### config.mk
export PLATFORM = sky130hd
export DESIGN_NAME = mem_port_arbiter
export DESIGN_NICKNAME = d
export VERILOG_FILES = /design/src/rtl/mem_port_arbiter.sv
export SDC_FILE = /design/constraint.sdc
export NUM_CORES = 1
export LEC_CHECK = 0
export ABC_AREA = 1
export CAP_MARGIN = 20
export CORE_UTILIZATION = 38
export DETAILED_ROUTE_END_ITERATION = 8
export PLACE_DENSITY = 0.77
export SYNTH_ARGS = -nofsm -noshare
export SYNTH_HDL_FRONTEND = slang
export SYNTH_SLANG_ARGS = --single-unit
### constraint.sdc
create_clock -name clk -period 5.7 [get_ports clk]
set_input_delay 1.71 -clock clk [delete_from_list [all_inputs] [get_ports clk]]
set_output_delay 1.71 -clock clk [all_outputs]
set_load 0.01 [all_outputs]
### src/rtl/mem_port_arbiter.sv
`default_nettype none
// ============================================================================
//  Module      : mem_port_arbiter
//  Description : Shares one single-ported, fixed-latency memory between the
//                fetch port (I, reads only) and the data port (D, reads and
//                writes). Simultaneous requests alternate between the ports.
//                Each access is issued as a one-cycle strobe. The block counts
//                out the memory latency and returns registered read data with
//                a one-cycle acknowledge.
//
//  Ports       : clk, rst             clock, asynchronous active-high reset
//                i_req/i_addr         fetch request (held until i_ack)
//                i_ack/i_rdata        fetch acknowledge pulse and read data
//                i_stall              i_req & ~i_ack
//                d_req/d_we/d_addr/d_wdata  data request (held until d_ack)
//                d_ack/d_rdata        data acknowledge pulse and read data
//                d_stall              d_req & ~d_ack
//                mem_en/mem_we        one-cycle access strobes to the memory
//                mem_addr/mem_wdata   registered access address / write data
//                mem_rdata            memory data, valid MEM_LAT cycles after
//                                     the mem_en cycle
//                busy                 high whenever the block is not IDLE
//
//  Parameters  : ADDR_W, DATA_W, MEM_LAT (legal range 1..15)
//  Revision    : 1.0  initial release
// ============================================================================
module mem_port_arbiter #(
    parameter int ADDR_W  = 32,
    parameter int DATA_W  = 32,
    parameter int MEM_LAT = 2
) (
    input  logic              clk,
    input  logic              rst,
    // fetch port
    input  logic              i_req,
    input  logic [ADDR_W-1:0] i_addr,
    output logic              i_ack,
    output logic [DATA_W-1:0] i_rdata,
    output logic              i_stall,
    // data port
    input  logic              d_req,
    input  logic              d_we,
    input  logic [ADDR_W-1:0] d_addr,
    input  logic [DATA_W-1:0] d_wdata,
    output logic              d_ack,
    output logic [DATA_W-1:0] d_rdata,
    output logic              d_stall,
    // memory side
    output logic              mem_en,
    output logic              mem_we,
    output logic [ADDR_W-1:0] mem_addr,
    output logic [DATA_W-1:0] mem_wdata,
    input  logic [DATA_W-1:0] mem_rdata,
    // status
    output logic              busy
);

    typedef enum logic [1:0] {
        S_IDLE   = 2'd0,
        S_ACCESS = 2'd1,
        S_DONE   = 2'd2
    } state_t;

    localparam logic       c_PORT_I = 1'b0;
    localparam logic       c_PORT_D = 1'b1;
    localparam logic [3:0] c_LAT    = 4'(MEM_LAT);

    // ------------------------------------------------------------------
    // State and registered outputs
    // ------------------------------------------------------------------
    state_t              r_state;
    logic                r_last_grant;   // port granted most recently
    logic                r_port;         // port owning the current access
    logic                r_we;           // current access is a write
    logic [3:0]          r_cnt;
    logic                r_mem_en;
    logic                r_mem_we;
    logic [ADDR_W-1:0]   r_mem_addr;
    logic [DATA_W-1:0]   r_mem_wdata;
    logic                r_i_ack;
    logic                r_d_ack;
    logic [DATA_W-1:0]   r_i_rdata;
    logic [DATA_W-1:0]   r_d_rdata;

    // Next-state values
    state_t              w_state_nxt;
    logic                w_last_grant_nxt;
    logic                w_port_nxt;
    logic                w_we_nxt;
    logic [3:0]          w_cnt_nxt;
    logic                w_mem_en_nxt;
    logic                w_mem_we_nxt;
    logic [ADDR_W-1:0]   w_mem_addr_nxt;
    logic [DATA_W-1:0]   w_mem_wdata_nxt;
    logic                w_i_ack_nxt;
    logic                w_d_ack_nxt;
    logic [DATA_W-1:0]   w_i_rdata_nxt;
    logic [DATA_W-1:0]   w_d_rdata_nxt;

    // Arbitration: D wins when it is alone, or on a tie when I was granted last.
    logic w_grant_d;
    logic w_grant_i;
    logic w_owner_req;

    assign w_grant_d   = d_req & (~i_req | (r_last_grant == c_PORT_I));
    assign w_grant_i   = i_req & ~w_grant_d;
    assign w_owner_req = (r_port == c_PORT_D) ? d_req : i_req;

    // ------------------------------------------------------------------
    // State register
    // ------------------------------------------------------------------
    always_ff @(posedge clk or posedge rst) begin
        if (rst) begin
            r_state      <= S_IDLE;
            r_last_grant <= c_PORT_I;
            r_port       <= c_PORT_I;
            r_we         <= 1'b0;
            r_cnt        <= 4'd0;
            r_mem_en     <= 1'b0;
            r_mem_we     <= 1'b0;
            r_mem_addr   <= '0;
            r_mem_wdata  <= '0;
            r_i_ack      <= 1'b0;
            r_d_ack      <= 1'b0;
            r_i_rdata    <= '0;
            r_d_rdata    <= '0;
        end else begin
            r_state      <= w_state_nxt;
            r_last_grant <= w_last_grant_nxt;
            r_port       <= w_port_nxt;
            r_we         <= w_we_nxt;
            r_cnt        <= w_cnt_nxt;
            r_mem_en     <= w_mem_en_nxt;
            r_mem_we     <= w_mem_we_nxt;
            r_mem_addr   <= w_mem_addr_nxt;
            r_mem_wdata  <= w_mem_wdata_nxt;
            r_i_ack      <= w_i_ack_nxt;
            r_d_ack      <= w_d_ack_nxt;
            r_i_rdata    <= w_i_rdata_nxt;
            r_d_rdata    <= w_d_rdata_nxt;
        end
    end

    // ------------------------------------------------------------------
    // Next-state and output logic
    // ------------------------------------------------------------------
    always_comb begin
        w_state_nxt      = r_state;
        w_last_grant_nxt = r_last_grant;
        w_port_nxt       = r_port;
        w_we_nxt         = r_we;
        w_cnt_nxt        = r_cnt;
        w_mem_en_nxt     = 1'b0;
        w_mem_we_nxt     = 1'b0;
        w_mem_addr_nxt   = r_mem_addr;
        w_mem_wdata_nxt  = r_mem_wdata;
        w_i_ack_nxt      = 1'b0;
        w_d_ack_nxt      = 1'b0;
        w_i_rdata_nxt    = r_i_rdata;
        w_d_rdata_nxt    = r_d_rdata;

        unique case (r_state)
            S_IDLE: begin
                if (w_grant_d) begin
                    w_port_nxt       = c_PORT_D;
                    w_we_nxt         = d_we;
                    w_mem_addr_nxt   = d_addr;
                    w_mem_wdata_nxt  = d_wdata;
                    w_mem_en_nxt     = 1'b1;
                    w_mem_we_nxt     = d_we;
                    w_cnt_nxt        = c_LAT;
                    w_last_grant_nxt = c_PORT_D;
                    w_state_nxt      = S_ACCESS;
                end else if (w_grant_i) begin
                    // Fetches never write; the write-data register is left alone.
                    w_port_nxt       = c_PORT_I;
                    w_we_nxt         = 1'b0;
                    w_mem_addr_nxt   = i_addr;
                    w_mem_en_nxt     = 1'b1;
                    w_cnt_nxt        = c_LAT;
                    w_last_grant_nxt = c_PORT_I;
                    w_state_nxt      = S_ACCESS;
                end
            end

            S_ACCESS: begin
                // The counter is loaded with MEM_LAT on the grant edge, so it
                // reads zero exactly in the cycle mem_rdata is valid
                // (MEM_LAT cycles after the mem_en cycle).
                if (r_cnt != 4'd0) begin
                    w_cnt_nxt = r_cnt - 4'd1;
                end else if (w_owner_req) begin
                    if (!r_we) begin
                        if (r_port == c_PORT_D) w_d_rdata_nxt = mem_rdata;
                        else                    w_i_rdata_nxt = mem_rdata;
                    end
                    if (r_port == c_PORT_D) w_d_ack_nxt = 1'b1;
                    else                    w_i_ack_nxt = 1'b1;
                    w_state_nxt = S_DONE;
                end else begin
                    // Requester withdrew (e.g. flushed fetch): drop silently.
                    w_state_nxt = S_IDLE;
                end
            end

            S_DONE: begin
                // Ack cycle: the acked requester may still show req here,
                // so no grant is made until IDLE.
                w_state_nxt = S_IDLE;
            end

            default: begin
                w_state_nxt = S_IDLE;
            end
        endcase
    end

    // ------------------------------------------------------------------
    // Outputs
    // ------------------------------------------------------------------
    assign i_ack     = r_i_ack;
    assign d_ack     = r_d_ack;
    assign i_rdata   = r_i_rdata;
    assign d_rdata   = r_d_rdata;
    assign i_stall   = i_req & ~r_i_ack;
    assign d_stall   = d_req & ~r_d_ack;
    assign mem_en    = r_mem_en;
    assign mem_we    = r_mem_we;
    assign mem_addr  = r_mem_addr;
    assign mem_wdata = r_mem_wdata;
    assign busy      = (r_state != S_IDLE);

endmodule
`default_nettype wire

==> out/results.ini, run 1 <==
[run_status]
status = finished, final reports clean

[global_route]
grt-ovfl-total = 0
grt_max_degree = 88
antenna_found_initial = 0
grt_use_total = 0.209
grt_pass1_vias = 5155
grt_pass1_wl_mm = 26.1

[clock_network]
cts_tree = done
htree_levels = 4
numCtsBuffers = 17
ctsRootBufferMaster = clkbuf_16
cts_sinks = 140
clockBufferDepth = 2
post_cts_buffers = 0
clk_pin_slew_ns = 0.06
insertion_delay_ns = 0.41
cts_resized = 0
hold_buffers = 0

[sta]
fmax_mhz = 216
fin_crit_ns = 4.62
setup_viol = 0
setup_ws_ns = 1.08
hold_viol = 0
slew_violations = 0
slew-limit-headroom = 0.358
final.period_utilization = 0.811
worst_slew_pin_slew_ns = 0.960
fin_setup_tns_ns = 0
holdWs_ns = 0.467
rsz0062_at_grt = no
clock_skew_ns = 0.0102

[layout]
drive_gt1_frac = 0.0515
diodes = 0
ff_latch_area_sq_mm = 0.00350
final_cell_mix = 303 x nand2_1, 267 x clkdlybuf4s50_1, 140 x dfrtp_1
final_area_sq_mm = 0.00933
fill_cells = 1375
final_util = 0.609
area_growth_pct = 55.9
multi_input_area_sq_mm = 0.00204
fin_cells = 1163
layout.nets = 1074
final_common_cell = nand2_1

[routing]
wl_per_cell_microns = 13.9
drc = 0
final_antenna_net_count = 0
vias = 5311
dr.pass1.iters = 4
wirelength_mm = 16.2
drt_iter0_markers = 304
via_per_inst = 4.57

[worst_setup_path]
worstPathArrival_ns = 2.91
cp-start-kind = input pin
crit_type = in -> out
required_ns = 3.99
end_kind = output port
cp_max_fo = 3

[floorplanning]
dieArea_sq_mm = 0.0163
ios = 268
start_util = 0.391
core-area_sq_mm = 0.0153
die_x_microns = 128
rows = 45
die_h_microns = 128

[placed_design]
place_area_sq_mm = 0.00869
dp_slack_ns = 1.08
dp_hpwl_mm = 11.2
gp_congestion = 0.785
dp_cells = 1131
numPortBuffers = 267

[yosys]
synth_nets = 823
seq_area_frac_synth = 0.585
synth_area_sq_mm = 0.00599
ys_seq_elements = 140
synthesis.instances = 688
synth_cell_types = 22
yosys_warnings = 0
avgSynthCellArea_sq_um = 8.70

[pwr]
power.total_mw = 5.08
peakVddDrop_mv = 0.235
leakage_nw = 4.57
p_per_area_mw_per_mm2 = 544

[job]
cap_violations = 0

[min_path]
worstHoldPathType = reg -> reg

==> layer usage <==
layer | global-route usage | vias up | share of wire
met1 | 0.238 | 2430 | 0.41
met3 | 0.0783 | 14 | 0.086
li1 | - | 2652 | -
met5 | 0 | - | 0
met4 | 0.0735 | 0 | 0.012
met2 | 0.358 | 215 | 0.49
==> path summary, 6_finish.rpt <==
| kind | depth (start not counted) | startpoint | endpoint | slack [ns] |
|---|---|---|---|---|
| worst max register to register | 7 | r_cnt[0]$_DFFE_PP0P_ | d_rdata[27]$_DFFE_PP0P_ | 3.61 |
| min in group asynchronous | 2 | rst | d_rdata[11]$_DFFE_PP0P_ | 1.82 |
| worst max-delay path | 4 | d_req | d_stall | 1.08 |
| worst min register to register | 2 | d_rdata[12]$_DFFE_PP0P_ | d_rdata[12]$_DFFE_PP0P_ | 0.47 |
| worst min-delay path | 2 | d_rdata[12]$_DFFE_PP0P_ | d_rdata[12]$_DFFE_PP0P_ | 0.47 |
| max in group asynchronous | 3 | rst | r_we$_DFFE_PP0P_ | 2.94 |
==> worst max-delay path: stages <==
cell	delay, ns
clkdlybuf4s50_1	0.52
inv_1	0.07
nor2_1	0.08
clkdlybuf4s50_1	0.53
==> logic make-up (layout without fill, tap and decap cells) <==
logic type	Yosys count	after routing	share of synthesized area
fa+ha+maj	2	2	0.00418
simple gates	391	391	0.277
buf+inv	85	349	0.0744
flops	140	140	0.585
xor+xnor	1	1	0.00146
compound gates	69	69	0.0577
==> layout make-up <==
class,instances,share of cell area
Tap cell,211,0.0283
Clock buffer,23,0.0523
Clock inverter,9,0.0169
Inverter,46,0.0190
Sequential cell,140,0.375
Timing Repair Buffer,271,0.290
Multi-Input combinational cell,463,0.219
==> cell usage after synthesis, drive strengths merged <==
cell type | count | area share
a21oi | 2 | 0.0017
o21ai | 67 | 0.056
ha | 2 | 0.0042
dfrtp | 140 | 0.59
buf | 32 | 0.041
nor2 | 11 | 0.018
xnor2 | 1 | 0.0015
clkbuf | 7 | 0.0044
nand2 | 307 | 0.20
nand3 | 73 | 0.064
inv | 46 | 0.029
==> where the power goes <==
part	switching (mW)	internal, mW
clock	0.408	0.781
sequential	0.263	1.47
combinational	1.07	1.09
total	1.74	3.34
==> state kept, by name (all words and copies together) (netlist names), 2 cells and up <==
name / cells
d_rdata: 32
i_rdata: 32
mem_addr: 32
r_state: 2
mem_wdata: 32
r_cnt: 4
Power figures use the tool's default switching activity.
==> inputs of run 2 (changes only) <==
--- a/config.mk
+++ b/config.mk
@@ -7,9 +7,9 @@
 export LEC_CHECK = 0
 export ABC_AREA = 1
 export CAP_MARGIN = 20
-export CORE_UTILIZATION = 38
+export CORE_UTILIZATION = 42
 export DETAILED_ROUTE_END_ITERATION = 8
-export PLACE_DENSITY = 0.77
+export PLACE_DENSITY = 0.81
 export SYNTH_ARGS = -nofsm -noshare
 export SYNTH_HDL_FRONTEND = slang
 export SYNTH_SLANG_ARGS = --single-unit
==> constraint.sdc (replaced) <==
create_clock -name clk -period 4.3 [get_ports clk]
set_input_delay 1.29 -clock clk [delete_from_list [all_inputs] [get_ports clk]]
set_output_delay 1.29 -clock clk [all_outputs]
set_load 0.01 [all_outputs]
==> run 2 against run 1 <==
Design area is 0.70% lower. Combinational power up 33%. Critical path depth did not move. First-iteration DRC count up 22%. Sequential share of layout area grew 0.26 points. Clock power rose by 18%. Flip-flop and latch count stayed put. Routed wire length fell by 2.6%. Register-to-register slack worse by 1.4 ns. Worst hold slack lost 0.00074 ns. Count of clock-buffer cells in the layout is 3 lower. Sequential power rose by 32%.
==> out/results.ini, run 2 (same netlist as run 1, synthesis figures left out) <==
[run_status]
status = finished, final reports clean

[routing]
dr.pass1.iters = 5  ; +1
wirelength_mm = 15.8  ; -2.6%
vias = 5379  ; +1.3%
drt_iter0_markers = 371  ; +22%
drc = 0  ; unchanged
final_antenna_net_count = 0  ; unchanged
via_per_inst = 4.74  ; +3.9%
wl_per_cell_microns = 13.9  ; about the same

[global_route]
grt_util_met1 = 0.264  ; +0.0261
grt_pass1_wl_mm = 25.4  ; -2.5%
use_met2 = 0.380  ; +0.0212
use_met3 = 0.0620  ; -0.0163
antenna_found_initial = 0  ; unchanged
grt-ovfl-total = 0  ; unchanged
grt_use_total = 0.223  ; +0.0144
grt_pass1_vias = 5235  ; +1.6%
grt_max_degree = 72  ; -18%
grt_busiest_layer = met2

[sta]
worst_slew_pin_slew_ns = 0.935  ; -0.0251 ns
final.period_utilization = 0.891
fin_crit_ns = 3.83
hold_viol = 0  ; unchanged
slew-limit-headroom = 0.377  ; +0.0190
fmax_mhz = 261
slew_violations = 0  ; unchanged
fin_setup_tns_ns = 0  ; unchanged
rsz0062_at_grt = no
setup_ws_ns = 0.467  ; -0.611 ns
clock_skew_ns = 0.0102  ; +0.00000750 ns
setup_viol = 0  ; unchanged

[layout]
layout.nets = 1076  ; +0.19%
final_common_cell = nand2_1
final_cell_mix = 303 x nand2_1, 267 x clkdlybuf4s50_1, 140 x dfrtp_1
diodes = 0  ; unchanged
area_growth_pct = 54.8
fill_cells = 1129  ; -18%
drive_gt1_frac = 0.0556  ; +0.00408

[job]
cap_violations = 0  ; unchanged

[pwr]
peakVddDrop_mv = 0.299  ; +28%
leakage_nw = 4.54  ; -0.59%
p_per_area_mw_per_mm2 = 707  ; +30%

[worst_setup_path]
end_kind = output port
cp-start-kind = input pin
crit_type = in -> out
cp_max_fo = 3  ; unchanged
worstPathArrival_ns = 2.54  ; -0.37 ns
required_ns = 3.01  ; -0.98 ns

[placed_design]
dp_slack_ns = 0.473  ; -0.610 ns
dp_hpwl_mm = 11.1  ; -1.2%
gp_congestion = 0.782  ; -0.50%
numPortBuffers = 267  ; unchanged

[floorplanning]
core-area_sq_mm = 0.0139  ; -9.4%
ios = 268  ; unchanged
die_h_microns = 121  ; -4.8%
start_util = 0.431  ; +0.0404
dieArea_sq_mm = 0.0147  ; -9.4%
rows = 43  ; -4.4%
die_x_microns = 121  ; -4.8%

[clock_network]
insertion_delay_ns = 0.41  ; about the same
cts_resized = 0  ; unchanged
clockBufferDepth = 2  ; unchanged
htree_levels = 4  ; unchanged
numCtsBuffers = 17  ; unchanged
post_cts_buffers = 0  ; unchanged
clk_pin_slew_ns = 0.05  ; about the same
ctsRootBufferMaster = clkbuf_16
hold_buffers = 0  ; unchanged
cts_sinks = 140  ; unchanged
cts_tree = done

[min_path]
worstHoldPathType = reg -> reg

## run 2: cell count changes in the layout (fill, tap and decap cells not counted), moves of 2 or more
cell / delta
clkinvlp_4: +5
bufinv_16: -3
buf_12: +2
clkbuf_1: -2
## run 2: where the power goes
| group | leakage [nW] | internal [mW] | switching [mW] |
|---|---|---|---|
| Combinational | 2.51 | 1.45 | 1.43 |
| Clock | 0.269 | 0.845 | 0.556 |
| Sequential | 1.76 | 1.94 | 0.335 |
| Total | 4.54 | 4.24 | 2.32 |
## run 2: through the flow
step | cells | util | hold slack [ns] | power, mW | cell area (sq um)
after global placement | 1102 | 0.626 | 0.452 | 5.11 | 8690
after floorplan | 688 | - | 0.479 | 3.63 | 5990
after global routing | 1134 | 0.668 | 0.477 | 7.01 | 9270
final | 1134 | 0.668 | 0.466 | 6.55 | 9270
after detailed placement | 1102 | 0.626 | 0.457 | 5.18 | 8690
after CTS | 1134 | 0.668 | 0.471 | 6.63 | 9270
## run 2: worst max-delay path, stage by stage
cell             delay (ns)
clkdlybuf4s50_1        0.50
inv_1                  0.09
nor2_1                 0.09
clkdlybuf4s50_1        0.57
## run 2: path summary, 6_finish.rpt
check,to,startpoint,slack (ns),cells after the start
max,i_stall,i_req,0.47,4
min,mem_wdata[4]$_DFFE_PP0P_,mem_wdata[4]$_DFFE_PP0P_,0.47,2
max reg2reg,i_rdata[25]$_DFFE_PP0P_,r_cnt[0]$_DFFE_PP0P_,2.22,7
min reg2reg,mem_wdata[4]$_DFFE_PP0P_,mem_wdata[4]$_DFFE_PP0P_,0.47,2
max in group asynchronous,mem_addr[8]$_DFFE_PP0P_,rst,2.17,3
min in group asynchronous,mem_wdata[3]$_DFFE_PP0P_,rst,1.37,2
## run 2: metal layers
layer,part of all wire,up-vias,routed length [microns]
met5,0,-,0
met4,0.017,0,274
met3,0.077,23,1220
met2,0.50,219,7870
met1,0.41,2481,6400
li1,-,2656,-
## run 2: layout make-up
| class | count | area, sq um | area share |
|---|---|---|---|
| clock buffers | 20 | 467 | 0.0504 |
| flip-flops and latches | 140 | 3500 | 0.378 |
| repair buffers | 273 | 2740 | 0.296 |
| clock inverters | 12 | 114 | 0.0123 |
| well taps | 180 | 225 | 0.0243 |
| inverters | 46 | 176 | 0.0190 |
| multi-input cells | 463 | 2040 | 0.220 |
==> inputs of run 3 (changes only) <==
--- a/config.mk
+++ b/config.mk
@@ -9,7 +9,9 @@
 export CAP_MARGIN = 20
 export CORE_UTILIZATION = 42
 export DETAILED_ROUTE_END_ITERATION = 8
+export GPL_TIMING_DRIVEN = 0
 export PLACE_DENSITY = 0.81
+export SLEW_MARGIN = 20
 export SYNTH_ARGS = -nofsm -noshare
 export SYNTH_HDL_FRONTEND = slang
 export SYNTH_SLANG_ARGS = --single-unit
==> run 3 against run 2 <==
Design area grew 3.7%. Routed wire length grew 8.7%. Sequential power is essentially flat. Clock power grew 14%. Setup slack gained 0.030 ns. Non-clock buffer count grew 37. Global-route usage grew 1.8 points.
==> out/results.ini, run 3 (same netlist as run 1, synthesis figures left out) <==
[clock_network]
cts_resized = 0  ; unchanged
cts_sinks = 140  ; unchanged
clk_pin_slew_ns = 0.06  ; about the same
htree_levels = 4  ; unchanged
cts_tree = done
numCtsBuffers = 17  ; unchanged
ctsRootBufferMaster = clkbuf_16
hold_buffers = 0  ; unchanged
post_cts_buffers = 0  ; unchanged
insertion_delay_ns = 0.42  ; about the same
clockBufferDepth = 2  ; unchanged

[routing]
via_per_inst = 4.78  ; +0.80%
drt_iter0_markers = 264  ; -29%
wirelength_mm = 17.1  ; +8.7%
dr.pass1.iters = 4  ; -1
drc = 0  ; unchanged
vias = 5599  ; +4.1%
wl_per_cell_microns = 14.6  ; +5.2%
final_antenna_net_count = 0  ; unchanged

[placed_design]
numPortBuffers = 267  ; unchanged
dp_hpwl_mm = 12.8  ; +15%
dp_cells = 1139  ; +3.4%
gp_congestion = 0.843  ; +7.8%
place_area_sq_mm = 0.00897  ; +3.2%

[worst_setup_path]
end_kind = output port
cp_max_fo = 3  ; unchanged
cp-start-kind = input pin
crit_type = in -> out
required_ns = 3.01  ; about the same
r2r_cells = 8  ; +1
worstPathArrival_ns = 2.51  ; -0.03 ns
r2r_start = r_cnt[0]$_DFFE_PP0P_
r2r_setup_slack_ns = 2.67  ; +0.45 ns
reg2reg_to = i_rdata[26]$_DFFE_PP0P_

[min_path]
worstHoldPathType = reg -> reg
holdPathEnd = mem_wdata[31]$_DFFE_PP0P_
hold_depth = 2  ; unchanged
min_from = mem_wdata[31]$_DFFE_PP0P_

[layout]
area_growth_pct = 60.6
drive_gt1_frac = 0.0807  ; +0.0252
diodes = 0  ; unchanged
final_common_cell = nand2_1
final_cell_mix = 304 x nand2_1, 267 x clkdlybuf4s50_1, 140 x dfrtp_1
layout.nets = 1113  ; +3.4%
fin_cells = 1171  ; +3.3%
final_area_sq_mm = 0.00961  ; +3.7%

[run_status]
status = finished, final reports clean

[global_route]
grt_use_total = 0.241  ; +0.0180
grt_pass1_vias = 5516  ; +5.4%
antenna_found_initial = 0  ; unchanged
grt-ovfl-total = 0  ; unchanged
grt_pass1_wl_mm = 27.1  ; +6.7%
grt_max_degree = 35  ; -51%

[sta]
worst_slew_pin_slew_ns = 0.606  ; -0.329 ns
clock_skew_ns = 0.00591  ; -0.00434 ns
final.period_utilization = 0.884  ; -0.00708
hold_viol = 0  ; unchanged
fin_crit_ns = 3.80  ; -0.0304 ns
slew-limit-headroom = 0.595  ; +0.218
slew_violations = 0  ; unchanged
setup_viol = 0  ; unchanged
fmax_mhz = 263  ; +0.80%
fin_setup_tns_ns = 0  ; unchanged
rsz0062_at_grt = no

[pwr]
swShare = 0.347  ; -0.00593
p_int_mw = 4.51  ; +6.4%
power.switching_mw = 2.40  ; +3.7%
leakage_nw = 4.75  ; +4.5%
combPwrFrac = 0.437  ; -0.002
power_frac_seq = 0.333  ; -0.015
p_per_area_mw_per_mm2 = 719  ; +1.7%
power.share.clock = 0.231  ; +0.017
peakVddDrop_mv = 0.284  ; -5.1%

[floorplanning]
core-area_sq_mm = 0.0139  ; unchanged
start_util = 0.431  ; unchanged
die_x_microns = 121  ; unchanged
dieArea_sq_mm = 0.0147  ; unchanged
rows = 43  ; unchanged
die_h_microns = 121  ; unchanged
ios = 268  ; unchanged

[job]
cap_violations = 0  ; unchanged

## run 3: cell types whose count changed in the layout (fill, tap and decap cells not counted), moves of 2 or more
cell	previous run	this run
buf_2	0	14
buf_6	0	12
clkbuf_1	0	8
clkinvlp_4	7	1
bufinv_16	1	5
clkinv_4	1	5
clkbuf_8	3	0
buf_12	2	4
## run 3: area by class of cell
class	count	area [sq um]
well taps	180	225
fillers	1080	4270
inverters	46	176
flip-flops and latches	140	3500
repair buffers	271	2750
plain buffers	39	273
clock inverters	14	218
clock buffers	18	429
multi-input cells	463	2040
## run 3: worst max-delay path by stage
stage / slack, ns / depth (start not counted) / startpoint / end
floorplan: 1.26 / 1 / rst / d_ack$_DFF_PP0_
global placement: -0.01 / 2 / rst / d_rdata[10]$_DFFE_PP0P_
detailed placement: 0.50 / 4 / i_req / i_stall
CTS: 0.50 / 4 / i_req / i_stall
global route: 0.44 / 4 / i_req / i_stall
finish: 0.50 / 4 / i_req / i_stall
## run 3: critical path, cell delays in order
cell,delay (ns)
clkdlybuf4s50_1,0.50
inv_1,0.07
nor2_1,0.08
clkdlybuf4s50_1,0.57
## run 3: layer usage
metal / GRT usage / up-vias / wire length (microns)
met5: 0 / - / 0
met4: 0.0887 / 0 / 342
li1: - / 2742 / -
met3: 0.0710 / 27 / 1350
met2: 0.423 / 244 / 8800
met1: 0.276 / 2586 / 6640
## run 3: stage by stage
| step | hold WS, ns | setup WS (ns) | utilization | power [mW] |
|---|---|---|---|---|
| after floorplan | 0.479 | 1.26 | - | 3.63 |
| after global placement | 0.453 | -0.0114 | 0.640 | 5.26 |
| after detailed placement | 0.457 | 0.500 | 0.646 | 5.34 |
| after CTS | 0.471 | 0.497 | 0.693 | 6.97 |
| after global routing | 0.486 | 0.441 | 0.693 | 7.36 |
| final | 0.466 | 0.497 | 0.693 | 6.91 |
## run 3: power by group through the flow
stage / sequential [mW] / combinational, mW / clock, mW
2_1_floorplan: 2.56 / 1.07 / 0
3_3_place_gp: 2.29 / 2.97 / 0
3_5_place_dp: 2.30 / 3.03 / 0
4_1_cts: 2.30 / 3.05 / 1.62
5_1_grt: 2.37 / 3.32 / 1.68
6_report: 2.30 / 3.02 / 1.59
